[src/rtl/wb_arbiter2.sv]
// Two-master Wishbone arbiter with round-robin on every ack and a per-grant ack timeout.
// Master 0 is the J1 code bus and master 1 is the J1 data bus. Both share one slave.
module wb_arbiter2 #(
    parameter int unsigned TO_CYCLES = 64
) (
    input  logic        sys_clk_i,
    input  logic        sys_rst_ni,
    // requester 0
    input  logic [15:0] m0_adr,
    input  logic [15:0] m0_dat_o,
    output logic [15:0] m0_dat_i,
    input  logic        m0_cyc,
    input  logic        m0_stb,
    input  logic        m0_we,
    output logic        m0_ack,
    // requester 1
    input  logic [15:0] m1_adr,
    input  logic [15:0] m1_dat_o,
    output logic [15:0] m1_dat_i,
    input  logic        m1_cyc,
    input  logic        m1_stb,
    input  logic        m1_we,
    output logic        m1_ack,
    // shared slave
    output logic [15:0] s_adr,
    output logic [15:0] s_dat_o,
    input  logic [15:0] s_dat_i,
    output logic        s_cyc,
    output logic        s_stb,
    output logic        s_we,
    input  logic        s_ack,
    // status
    output logic [1:0]  gnt_o,
    output logic        to_flag_o,
    input  logic        to_clr_i
);

    typedef enum logic [1:0] {
        IDLE = 2'd0,
        GNT0 = 2'd1,
        GNT1 = 2'd2
    } state_t;

    localparam logic [7:0] TO_LAST = 8'((TO_CYCLES == 0) ? 0 : TO_CYCLES - 1);

    state_t      state_reg;
    logic [1:0]  gnt_reg;
    logic        last_reg;
    logic [7:0]  cnt_reg;
    logic        to_ack_reg;
    logic        to_flag_reg;

    logic [15:0] m_adr [2];
    logic [15:0] m_dat [2];
    logic [1:0]  m_cyc;
    logic [1:0]  m_stb;
    logic [1:0]  m_we;
    logic [1:0]  req;
    logic [1:0]  ack_vec;
    logic        granted;
    logic        sel;
    logic        cur_req;
    logic        other_req;
    logic        mst_ack;
    logic        to_hit;

    assign m_adr[0] = m0_adr;
    assign m_adr[1] = m1_adr;
    assign m_dat[0] = m0_dat_o;
    assign m_dat[1] = m1_dat_o;
    assign m_cyc    = {m1_cyc, m0_cyc};
    assign m_stb    = {m1_stb, m0_stb};
    assign m_we     = {m1_we, m0_we};

    // gnt_reg is kept one-hot in lockstep with state_reg, so it doubles as the mux select
    assign granted   = |gnt_reg;
    assign sel       = gnt_reg[1];
    assign cur_req   = req[sel];
    assign other_req = req[~sel];
    assign mst_ack   = to_ack_reg | s_ack;
    assign to_hit    = (TO_CYCLES != 0) && (cnt_reg == TO_LAST);

    generate
        for (genvar gi = 0; gi < 2; gi++) begin : g_master
            assign req[gi]     = m_cyc[gi] & m_stb[gi];
            assign ack_vec[gi] = gnt_reg[gi] & mst_ack;
        end
    endgenerate

    // stb is withheld during the synthetic timeout ack so the slave sees no new cycle
    assign s_adr   = granted ? m_adr[sel] : 16'h0000;
    assign s_dat_o = granted ? m_dat[sel] : 16'h0000;
    assign s_we    = granted & m_we[sel];
    assign s_cyc   = granted & m_cyc[sel];
    assign s_stb   = granted & ~to_ack_reg & m_stb[sel];

    assign m0_ack    = ack_vec[0];
    assign m1_ack    = ack_vec[1];
    assign m0_dat_i  = s_dat_i;
    assign m1_dat_i  = s_dat_i;
    assign gnt_o     = gnt_reg;
    assign to_flag_o = to_flag_reg;

    always_ff @(posedge sys_clk_i or negedge sys_rst_ni) begin
        if (!sys_rst_ni) begin
            state_reg   <= IDLE;
            gnt_reg     <= 2'b00;
            last_reg    <= 1'b1;
            cnt_reg     <= 8'd0;
            to_ack_reg  <= 1'b0;
            to_flag_reg <= 1'b0;
        end else begin
            if (to_clr_i) begin
                to_flag_reg <= 1'b0;
            end
            case (state_reg)
                IDLE: begin
                    cnt_reg    <= 8'd0;
                    to_ack_reg <= 1'b0;
                    if (req[0] && (!req[1] || last_reg)) begin
                        state_reg <= GNT0;
                        gnt_reg   <= 2'b01;
                    end else if (req[1]) begin
                        state_reg <= GNT1;
                        gnt_reg   <= 2'b10;
                    end
                end
                default: begin
                    cnt_reg <= 8'd0;
                    if (to_ack_reg) begin
                        to_ack_reg <= 1'b0;
                        last_reg   <= sel;
                        state_reg  <= IDLE;
                        gnt_reg    <= 2'b00;
                    end else if (s_ack) begin
                        // a real ack wins over a coincident timeout
                        last_reg <= sel;
                        if (other_req) begin
                            state_reg <= sel ? GNT0 : GNT1;
                            gnt_reg   <= sel ? 2'b01 : 2'b10;
                        end else if (!cur_req) begin
                            state_reg <= IDLE;
                            gnt_reg   <= 2'b00;
                        end
                    end else if (!cur_req) begin
                        state_reg <= IDLE;
                        gnt_reg   <= 2'b00;
                    end else if (to_hit) begin
                        to_ack_reg  <= 1'b1;
                        to_flag_reg <= 1'b1;
                    end else begin
                        cnt_reg <= cnt_reg + 8'd1;
                    end
                end
            endcase
        end
    end

endmodule

[config.mk]
export PLATFORM = sky130hd
export DESIGN_NAME = wb_arbiter2
export DESIGN_NICKNAME = d
export VERILOG_FILES = /design/src/rtl/wb_arbiter2.sv
export SDC_FILE = /design/constraint.sdc
export NUM_CORES = 1
export LEC_CHECK = 0
export CAP_MARGIN = 10
export CORE_ASPECT_RATIO = 0.75
export CORE_MARGIN = 2
export CORE_UTILIZATION = 31
export CTS_BUF_LIST = sky130_fd_sc_hd__clkbuf_4
export DETAILED_ROUTE_END_ITERATION = 6
export GPL_ROUTABILITY_DRIVEN = 0
export MAX_ROUTING_LAYER = met4
export PLACE_DENSITY = 0.95
export SLEW_MARGIN = 10
export SYNTH_ARGS = -nofsm -noshare
export SYNTH_HDL_FRONTEND = slang
export SYNTH_SLANG_ARGS = --single-unit
[constraint.sdc]
create_clock -name sys_clk_i -period 3.1 [get_ports sys_clk_i]
set_clock_uncertainty 0.15 [all_clocks]
set_input_delay 0.93 -clock sys_clk_i [delete_from_list [all_inputs] [get_ports sys_clk_i]]
set_output_delay 0.93 -clock sys_clk_i [all_outputs]
set_load 0.01 [all_outputs]
# Word level (Yosys, flattened, before mapping)

Index checks and enable logic that the tools add are counted.

Register bits: 15

$add $sub $neg: 1
$lt $le $gt $ge: 3
Eq/ne operators: 2
Muxes and demuxes: 49
Bitwise operators: 13
Reduce and logical (&&, ||, !) cells: 7

Operators by type and width:

| operator                                            | count |
|---|---|
| two-way mux 16 bit                                  | 8 |
| two-way mux 8 bit                                   | 5 |
| two-way mux 2 bit                                   | 13 |
| two-way mux 1 bit                                   | 23 |
| adder 8 x 1 -> 8 bit (second input constant)        | 1 |
| bitwise AND 1 bit                                   | 8 |
| == test 8 x 6 -> 1 bit (second input constant)      | 1 |
| < comparator 1 x 2 -> 1 bit (second input constant) | 2 |
| != test 3 bit (second input constant)               | 1 |
| inverter 1 bit                                      | 3 |
| >= comparator 2 bit (second input constant)         | 1 |
| zero test 2 bit                                     | 1 |
| inverter 1 -> 2 bit                                 | 1 |
| AND reduction 2 bit                                 | 1 |
| nonzero test 2 bit                                  | 1 |
| OR reduction 2 bit                                  | 1 |
| logical AND 1 bit                                   | 1 |
| zero test 1 bit                                     | 1 |
| logical OR 1 bit                                    | 1 |
| OR 1 bit                                            | 1 |

# Depth between registers and ports, before layout

Gate-level depths: netlist of run 1.

Depth in word-level cells: 8
Depth in mapped cells: 4
Depth with buffers taken out: 4

# Worst setup path before layout of run 1

OpenSTA, ideal clock, no wires.

Path type: input to output
Start point: input port m0_cyc
End point: output port s_cyc
Data arrival time: 1.239 ns
Data required time: 2.020 ns
Setup slack: 0.781 ns
Cell stages on the path: 2
Buffers on the path: 0
Cell sequence: nand2_1 o21ai_0

Longest elaborated chain between the ends: 3

RTL lines:

| what                                                 | line | text |
|---|---|---|
| from (decl)                                          | 12   | `input logic m0_cyc,` |
| two-way mux 1 bit (not written as such) (2 in a row) | 94   | `assign s_cyc = granted & m_cyc[sel];` |
| bitwise AND 1 bit                                    | 94   |  |
| to (decl)                                            | 28   | `output logic s_cyc,` |

Every way passes these cells. The select of a mux whose other input is x is not followed.

# Final worst setup path of run 1

Start point: input port m0_stb
End point: output port s_stb

Longest elaborated chain between the ends: 3

RTL lines:

| what                                                 | line | text |
|---|---|---|
| from (decl)                                          | 13   | `input logic m0_stb,` |
| two-way mux 1 bit (not written as such) (2 in a row) | 95   | `assign s_stb = granted & ~to_ack_reg & m_stb[sel];` |
| bitwise AND 1 bit                                    | 95   |  |
| to (decl)                                            | 29   | `output logic s_stb,` |

Every way passes these cells. The select of a mux whose other input is x is not followed.

==> results of run 1 <==
## placed cells by master, fill, tap and decap left out, drive strengths merged, types with 3 or more instances in the layout
cell type	Yosys	routed
inv	6	6
nor2	8	8
a22o	33	33
o21ai	5	5
nor3	3	3
nand2	6	6
buf	36	9
a21oi	5	5
clkdlybuf4s50	0	76
nand3	7	7
clkbuf	5	4
dlygate4sd2	0	36
dfrtp	14	14
or3	3	3
## power by group through the flow
stage	combinational, mW	clock (mW)	sequential [mW]
after global routing	0.649	0.130	0.244
after CTS	0.604	0.118	0.241
after global placement	0.676	0	0.242
after floorplan	0.336	0	0.238
final	0.602	0.116	0.241
after detailed placement	0.679	0	0.245
## timing repair
item | in CTS | in global routing
gates resized for setup | 38 | 3
pin swaps | 0 | 1
hold buffers | 0 | 0
setup endpoints to repair | 37 | 3
## per-stage QoR
step	setup TNS [ps]	util, %	worst slack, ps
5_1_grt	0	54.4	26.0
3_5_place_dp	-2540	54.6	-296
3_3_place_gp	-2470	54.6	-308
2_1_floorplan	0	-	781
4_1_cts	0	54.3	13.8
6_report	0	54.4	44.8
## routing by layer
layer	vias to the layer above	part of all wire [%]	wire length (um)
li1	755	-	-
met1	744	36	1880
met2	92	52	2730
met3	16	8.6	450
met4	0	3.0	157
met5	-	0	0
## layout make-up
type                    count  area (um^2)  share of cell area [%]
multi-input cells         103          764                    31.4
clock buffers               4         30.0                    1.24
flip-flops and latches     15          377                    15.5
inverters                   6         22.5                   0.926
repair buffers            122         1170                    48.0
well taps                  57         71.3                    2.93
## path summary, 6_finish.rpt
check	from	end	slack, ps	cells after the start
min in group asynchronous	sys_rst_ni	cnt_reg[1]	880	1
worst min register to register	cnt_reg[0]	cnt_reg[0]	380	1
worst max register to register	gnt_o[1]	cnt_reg[5]	1310	4
max in group asynchronous	sys_rst_ni	state_reg[1]	1520	1
worst max-delay path	m0_stb	s_stb	40	4
worst min-delay path	cnt_reg[0]	cnt_reg[0]	380	1
## cell families after synthesis
kind of cell | count (synthesis) | share of synthesized area, %
fa+ha+maj | 1 | 0.870
compound gates | 55 | 31.4
simple gates | 42 | 17.0
xor+xnor | 3 | 1.83
flops | 15 | 26.2
buf+inv | 47 | 21.2
mux | 2 | 1.48
## worst max-delay path, stage by stage
cell and delay [ps]:
clkdlybuf4s50_1 480, nand3b_1 100, a21oi_2 200, clkdlybuf4s15_1 260
==> run_results.csv, run 1 <==
group,metric,value,unit
grt,use_met1,20.2,%
finish,drive_gt1_share,10.0,%
finish,largest_reg_flops,8,
placement,place_area,2440,um^2
route,firstDrtPassIters,5,
grt,grt_max_degree,34,
yosys,yosysUniqueCellTypes,44,
yosys,seq_area_frac_synth,26.2,%
die,coreArea,4470,um^2
route,route.final.wire_length,5220,um
die,die_h,63.0,um
yosys,yosysWarnings,0,
outcome,status,"complete, no violations",
finish,nNetsFinal,342,
yosys,syn-cell-area,1440,um^2
worst_hold_path,min_path_type,"reg2reg",
finish,stdcell_area,2430,um^2
grt,grt_pass1_wl,7650,um
critical_path,setup.worst_path.start_class,"input pin",
pwr,p_sw,355,uW
critical_path,critPathRequiredTime,2020,ps
grt,grt_overflow_total,0,
die,dieArea,5200,um^2
clock_tree,htreeDepth,1,
sta,tightestPinTransition,620,ps
pwr,leakagePower,1.08,nW
yosys,yosys.area.top_type,"dfrtp_1",
grt,grt.busiest_layer,"met2",
sta,setup_viol,0,
yosys,syn_inst,165,
clock_tree,cts_root_buf,"clkbuf_4",
critical_path,crit_path_end_kind,"output port",
route,vias,1607,
critical_path,arrival,1980,ps
sta,maxSlewViolCount,0,
clock_tree,clock-sinks,15,
critical_path,path_class,"in2out",
yosys,syn_nets,256,
pwr,seq_power_share,25.1,%
route,drc,0,
clock_tree,clk_latency,280,ps
sta,rsz0062_at_grt,"false",
pwr,p_clk_share,12.1,%
pwr,p_per_area,395,nW/um^2
clock_tree,clock_path_buffers,2,
placement,port_buffers,113,
pwr,swShare,37.0,%
sta,fin_crit_sh,98.6,%
sta,hold_viol_final,0,
placement,dp.cells,303,
die,ios,162,
sta,fmax,327,MHz
flow_run,cap_violations,0,
grt,antenna_found_initial,0,
yosys,synth.cells.most_frequent,"a22o_1 (33), buf_4 (33), dfrtp_1 (14)",
route,post_drt_via_cell_ratio,5.23,
pwr,comb_power_share,62.8,%
grt,grt_pass1_vias,1627,
finish,diodes,0,
sta,finalCriticalPeriod,3060,ps
pwr,internal_power,604,uW
sta,hold_ws,382,ps
pwr,power,959,uW
grt,grtUsageMet3,5.64,%
grt,grt_usage,19.4,%
critical_path,worst-path-max-fanout,2,
yosys,synth-edff-count,0,
finish,instances_no_fill,307,
clock_tree,path_clk_slew,80,ps
route,wl_per_cell,17.0,um
yosys,synth_flop_cell,"dfrtp_1",
die,die_width,82.6,um
clock_tree,postCtsSetupBuffers,0,
finish,syn_to_final_growth,69.1,%
pwr,vdd_drop_max,218,uV
yosys,async_flop_share,100,%
route,drt_iter0_drc,122,
clock_tree,numCtsBuffers,3,
finish,fill_cells,427,
route,antenna_left,0,
grt,grt_use_met2,34.9,%
clock_tree,cts_tree,"done",
die,row_count,21,
sta,relSlewSlack,58.5,%
yosys,synthDominantCellAreaShare,24.4,%
die,start_util,32.2,%
yosys,syn_area_per_cell,8.71,um^2
yosys,synth_seq_cells,15,
placement,dpl.hpwl,4220,um
yosys,yosys-top-cells-area,"dfrtp_1 (24%), a22o_1 (20%), buf_4 (17%)",
Note: power is estimated with default switching activity, not from simulation.
==> run 2: changes to the inputs <==
--- a/config.mk
+++ b/config.mk
@@ -5,15 +5,15 @@
 export SDC_FILE = /design/constraint.sdc
 export NUM_CORES = 1
 export LEC_CHECK = 0
-export CAP_MARGIN = 10
+export CAP_MARGIN = 15
 export CORE_ASPECT_RATIO = 0.75
 export CORE_MARGIN = 2
-export CORE_UTILIZATION = 31
+export CORE_UTILIZATION = 28
 export CTS_BUF_LIST = sky130_fd_sc_hd__clkbuf_4
 export DETAILED_ROUTE_END_ITERATION = 6
 export GPL_ROUTABILITY_DRIVEN = 0
 export MAX_ROUTING_LAYER = met4
-export PLACE_DENSITY = 0.95
+export PLACE_DENSITY = 0.82
 export SLEW_MARGIN = 10
 export SYNTH_ARGS = -nofsm -noshare
 export SYNTH_HDL_FRONTEND = slang
==> constraint.sdc (replaced) <==
create_clock -name sys_clk_i -period 2.95 [get_ports sys_clk_i]
set_clock_uncertainty 0.15 [all_clocks]
set_input_delay 0.885 -clock sys_clk_i [delete_from_list [all_inputs] [get_ports sys_clk_i]]
set_output_delay 0.885 -clock sys_clk_i [all_outputs]
set_load 0.01 [all_outputs]
==> run 2 against run 1 <==
Routed wire length decreased by 4.2%. Critical path depth unchanged. Setup slack got worse by 34 ps. First-iteration DRC count increased by 4.9%. Sequential share of layout area decreased by 0.079 points. Sequential cell count unchanged. Non-clock buffer count increased by 2. Via count decreased by 1.8%. Critical endpoint is now m0_ack.
==> run_results.csv, run 2 (synthesis results as in run 1) <==
group,metric,value,unit
finish,nNetsFinal,344,
die,die_width,86.7,um
critical_path,worst-path-max-fanout,3,
critical_path,worstReg2RegStart,"gnt_o[1]",
critical_path,path_class,"in2out",
grt,use_met1,19.3,%
die,ios,162,
finish,drive_gt1_share,10.7,%
grt,grt_use_met2,26.8,%
sta,hold_ws,390,ps
critical_path,r2r_end,"cnt_reg[2]",
grt,antenna_found_initial,0,
outcome,status,"complete, no violations",
flow_run,cap_violations,0,
die,row_count,22,
sta,fin_crit_sh,99.6,%
grt,grt.busiest_layer,"met2",
placement,pre_cts_ws,-283,ps
clock_tree,clock_path_buffers,2,
clock_tree,cts_root_buf,"clkbuf_4",
grt,grt_pass1_wl,7400,um
worst_hold_path,holdCritStartpoint,"cnt_reg[0]",
critical_path,setup.worst_path.start_class,"input pin",
route,post_drt_via_cell_ratio,5.06,
critical_path,r2r.worst_path.cells,4,
route,drc,0,
grt,grt_overflow_total,0,
route,antenna_left,0,
die,die_h,66.1,um
finish,most-common-layout-cells,"clkdlybuf4s50_1 (76), dlygate4sd2_1 (34), a22o_1 (33)",
route,firstDrtPassIters,4,
placement,dpl.hpwl,4240,um
worst_hold_path,hold_depth,1,
grt,grt_pass1_vias,1513,
pwr,p_per_area,412,nW/um^2
clock_tree,cts_tree,"done",
finish,diodes,0,
pwr,power,1.01,mW
sta,tightestPinTransition,641,ps
clock_tree,numCtsBuffers,3,
die,start_util,29.2,%
route,route.final.wire_length,5000,um
grt,grt_usage,16.8,%
placement,port_buffers,113,
die,dieArea,5730,um^2
sta,relSlewSlack,57.1,%
clock_tree,htreeDepth,1,
finish,largest_reg_flops,8,
critical_path,arrival,1900,ps
critical_path,crit_path_end_kind,"output port",
sta,finalCriticalPeriod,2940,ps
clock_tree,clock-sinks,15,
grt,grtUsageMet3,5.87,%
finish,layout_commonest_cell,"clkdlybuf4s50_1",
clock_tree,clk_latency,280,ps
finish,stdcell_area,2440,um^2
sta,setup_slack,11.1,ps
worst_hold_path,min_to,"cnt_reg[0]",
finish,syn_to_final_growth,70.0,%
grt,grt_max_degree,34,
sta,maxSlewViolCount,0,
critical_path,critPathRequiredTime,1920,ps
sta,fmax,340,MHz
sta,rsz0062_at_grt,"false",
route,drt_iter0_drc,128,
pwr,vdd_drop_max,162,uV
clock_tree,ctsHoldBuffers,0,
sta,setup_viol,0,
clock_tree,path_clk_slew,80,ps
placement,place_area,2460,um^2
sta,hold_viol_final,0,
critical_path,rrSetupSlack,1010,ps
worst_hold_path,min_path_type,"reg2reg",
route,wl_per_cell,16.0,um
die,coreArea,4930,um^2
pwr,leakagePower,1.09,nW
route,vias,1578,
-- run 2: cell count changes in the layout (fill, tap and decap cells not counted), sizes merged --
cell	before	now
buf	9	11
clkdlybuf4s15	1	2
clkbuf	4	5
dlygate4sd2	36	34
-- run 2: metal layers --
layer | share of wire, % | wire, um
met1 | 38 | 1910
met2 | 51 | 2530
met3 | 8.2 | 410
met4 | 2.9 | 147
met5 | 0 | 0
-- run 2: how the worst max path moves through the flow --
stage / from / to / slack (ps) / cells after the start
2_1_floorplan: gnt_o[1] / s_adr[0] / 710 / 4
3_3_place_gp: m1_stb / s_stb / -290 / 4
3_5_place_dp: m1_stb / s_stb / -280 / 4
4_1_cts: m1_stb / s_stb / 2 / 4
5_1_grt: s_ack / m0_ack / 5 / 4
6_report: s_ack / m0_ack / 10 / 4
-- run 2: where the power goes --
part	internal [mW]	leakage [nW]	total, mW	switching, mW
combinational	0.351	0.865	0.631	0.280
sequential	0.228	0.202	0.253	0.0252
clock	0.0617	0.0184	0.122	0.0604
-- run 2: repair_timing --
item / CTS / global route
endpoints found under the setup margin: 37 / 3
resized for setup: 39 / 3
cloned: 0 / 0
buffers inserted: 0 / 0
endpoints found under the hold margin: 0 / 0
-- run 2: area by class of cell --
| type | count | area, um^2 |
|---|---|---|
| fillers | 474 | 2480 |
| well taps | 60 | 75.1 |
| inverters | 6 | 22.5 |
| clock buffers | 4 | 30.0 |
| repair buffers | 124 | 1180 |
| multi-input cells | 103 | 761 |
| flip-flops and latches | 15 | 377 |
-- run 2: per-stage QoR --
step	utilization, %	setup TNS [ps]	std cells
6_report	49.6	0	312
3_3_place_gp	49.9	-4110	308
4_1_cts	49.6	0	312
2_1_floorplan	-	0	165
3_5_place_dp	49.9	-4400	308
5_1_grt	49.6	0	312
-- run 2: worst max-delay path: stages --
cell	delay, ps
clkdlybuf4s50_1	460
nor2_2	190
nor2_1	70
dlygate4sd2_1	290
==> run 3: changes to the inputs <==
--- a/config.mk
+++ b/config.mk
@@ -6,12 +6,13 @@
 export NUM_CORES = 1
 export LEC_CHECK = 0
 export CAP_MARGIN = 15
-export CORE_ASPECT_RATIO = 0.75
+export CORE_ASPECT_RATIO = 1.75
 export CORE_MARGIN = 2
 export CORE_UTILIZATION = 28
 export CTS_BUF_LIST = sky130_fd_sc_hd__clkbuf_4
 export DETAILED_ROUTE_END_ITERATION = 6
 export GPL_ROUTABILITY_DRIVEN = 0
+export GPL_TIMING_DRIVEN = 1
 export MAX_ROUTING_LAYER = met4
 export PLACE_DENSITY = 0.82
 export SLEW_MARGIN = 10
==> run 3 against run 2 <==
Via count is 1.3% higher. Maximum frequency is 1.2% higher. Global-route usage up 1.1 points. Total power down 1.1%. Clock power is essentially flat. Sequential share of layout area up 0.19 points. Non-clock buffer count is 3 lower. Sequential power barely moved. Cell count fell by 2.9%. Critical endpoint is now s_stb. Largest power group unchanged.
==> run_results.csv, run 3 (synthesis results as in run 1) <==
group,metric,value,unit
finish,diodes,0,
clock_tree,cts_tree,"done",
route,route.final.wire_length,5330,um
sta,maxSlewViolCount,0,
die,dieArea,5750,um^2
grt,grt_max_degree,37,
sta,setup_viol,0,
pwr,p_per_area,412,nW/um^2
sta,rsz0062_at_grt,"false",
sta,relSlewSlack,53.9,%
critical_path,arrival,1870,ps
grt,grt_pass1_vias,1600,
flow_run,cap_violations,0,
grt,antenna_found_initial,0,
route,firstDrtPassIters,4,
die,die_width,58.2,um
finish,syn_to_final_growth,67.9,%
critical_path,setup.worst_path.start_class,"input pin",
worst_hold_path,min_path_type,"reg2reg",
placement,port_buffers,113,
outcome,status,"complete, no violations",
route,post_drt_via_cell_ratio,5.28,
sta,hold_viol_final,0,
grt,grt_pass1_wl,7720,um
clock_tree,path_clk_slew,90,ps
route,vias,1599,
finish,layout_commonest_cell,"clkdlybuf4s50_1",
route,antenna_left,0,
placement,dpl.hpwl,4350,um
pwr,leakagePower,1.08,nW
die,row_count,34,
grt,grt_usage,17.9,%
sta,fmax,344,MHz
die,start_util,28.9,%
pwr,vdd_drop_max,384,uV
finish,most-common-layout-cells,"clkdlybuf4s50_1 (76), dlygate4sd2_1 (36), a22o_1 (33)",
clock_tree,postCtsSetupBuffers,0,
route,wl_per_cell,17.6,um
die,ios,162,
die,die_h,98.8,um
sta,finalCriticalPeriod,2900,ps
finish,nNetsFinal,341,
clock_tree,cts_root_buf,"clkbuf_4",
sta,tightestPinTransition,689,ps
critical_path,critPathRequiredTime,1920,ps
route,drt_iter0_drc,42,
finish,utilization,48.5,%
finish,fill_cells,502,
sta,fin_crit_sh,98.4,%
route,drc,0,
clock_tree,numCtsBuffers,3,
critical_path,path_class,"in2out",
finish,drive_gt1_share,9.64,%
critical_path,crit_path_end_kind,"output port",
clock_tree,clock-sinks,15,
clock_tree,clock_path_buffers,2,
clock_tree,clk_latency,290,ps
clock_tree,htreeDepth,1,
die,coreArea,4980,um^2
finish,largest_reg_flops,8,
critical_path,worst-path-max-fanout,2,
sta,hold_ws,377,ps
grt,grt_overflow_total,0,
==> run 3: cell count changes in the layout (fill, tap and decap cells not counted), sizes merged <==
cell	change
clkdlybuf4s15	-2
dlygate4sd2	+2
buf	-3
clkinv	+1
clkbuf	-1
==> run 3: critical path, cell delays in order <==
cell	delay [ps]
clkdlybuf4s50_1	470
nand3b_1	80
a21oi_1	150
dlygate4sd2_1	280
==> run 3: where the power goes <==
group | leakage (nW) | internal (mW) | total, mW | switching [mW]
Sequential | 0.202 | 0.228 | 0.251 | 0.0230
Combinational | 0.856 | 0.341 | 0.622 | 0.281
Clock | 0.0177 | 0.0503 | 0.121 | 0.0711
Total | 1.08 | 0.619 | 0.995 | 0.376
==> run 3: worst paths after layout <==
check	slack, ps	from	endpoint	cells after the start
max in group asynchronous	1360	sys_rst_ni	cnt_reg[4]	1
setup reg to reg	1200	cnt_reg[0]	cnt_reg[2]	4
min in group asynchronous	860	sys_rst_ni	gnt_o[0]	1
hold / removal	380	cnt_reg[0]	cnt_reg[0]	1
setup / recovery	50	m0_stb	s_stb	4
hold reg to reg	380	cnt_reg[0]	cnt_reg[0]	1
==> run 3: layer usage <==
layer	share of wire, %	track usage, %	up-vias
met5	0	-	-
li1	-	-	758
met1	28	13.6	722
met2	47	29.7	94
met4	4.7	9.66	0
met3	20	13.3	25
==> run 3: repair_timing <==
item,CTS,global route
endpoints found under the setup margin,37,3
gates resized for setup,38,3
hold buffers,0,0
==> run 3: final cells by class <==
type	count	area (um^2)	share of cell area, %
well taps	54	67.6	2.80
multi-input cells	103	766	31.7
flip-flops and latches	15	377	15.6
inverters	6	22.5	0.933
repair buffers	121	1150	47.8
clock inverters	1	5.00	0.207
clock buffers	3	22.5	0.933
==> run 3: through the flow <==
step	instance area [um^2]	setup TNS [ps]	power, mW	instances	worst slack, ps
after CTS	2410	0	1.01	303	18.9
after floorplan	1440	0	0.603	165	711
final	2410	0	0.995	303	46.7
after global placement	2430	-4330	0.962	299	-269
after global routing	2410	0	1.06	303	4.63
after detailed placement	2430	-4500	0.964	299	-272
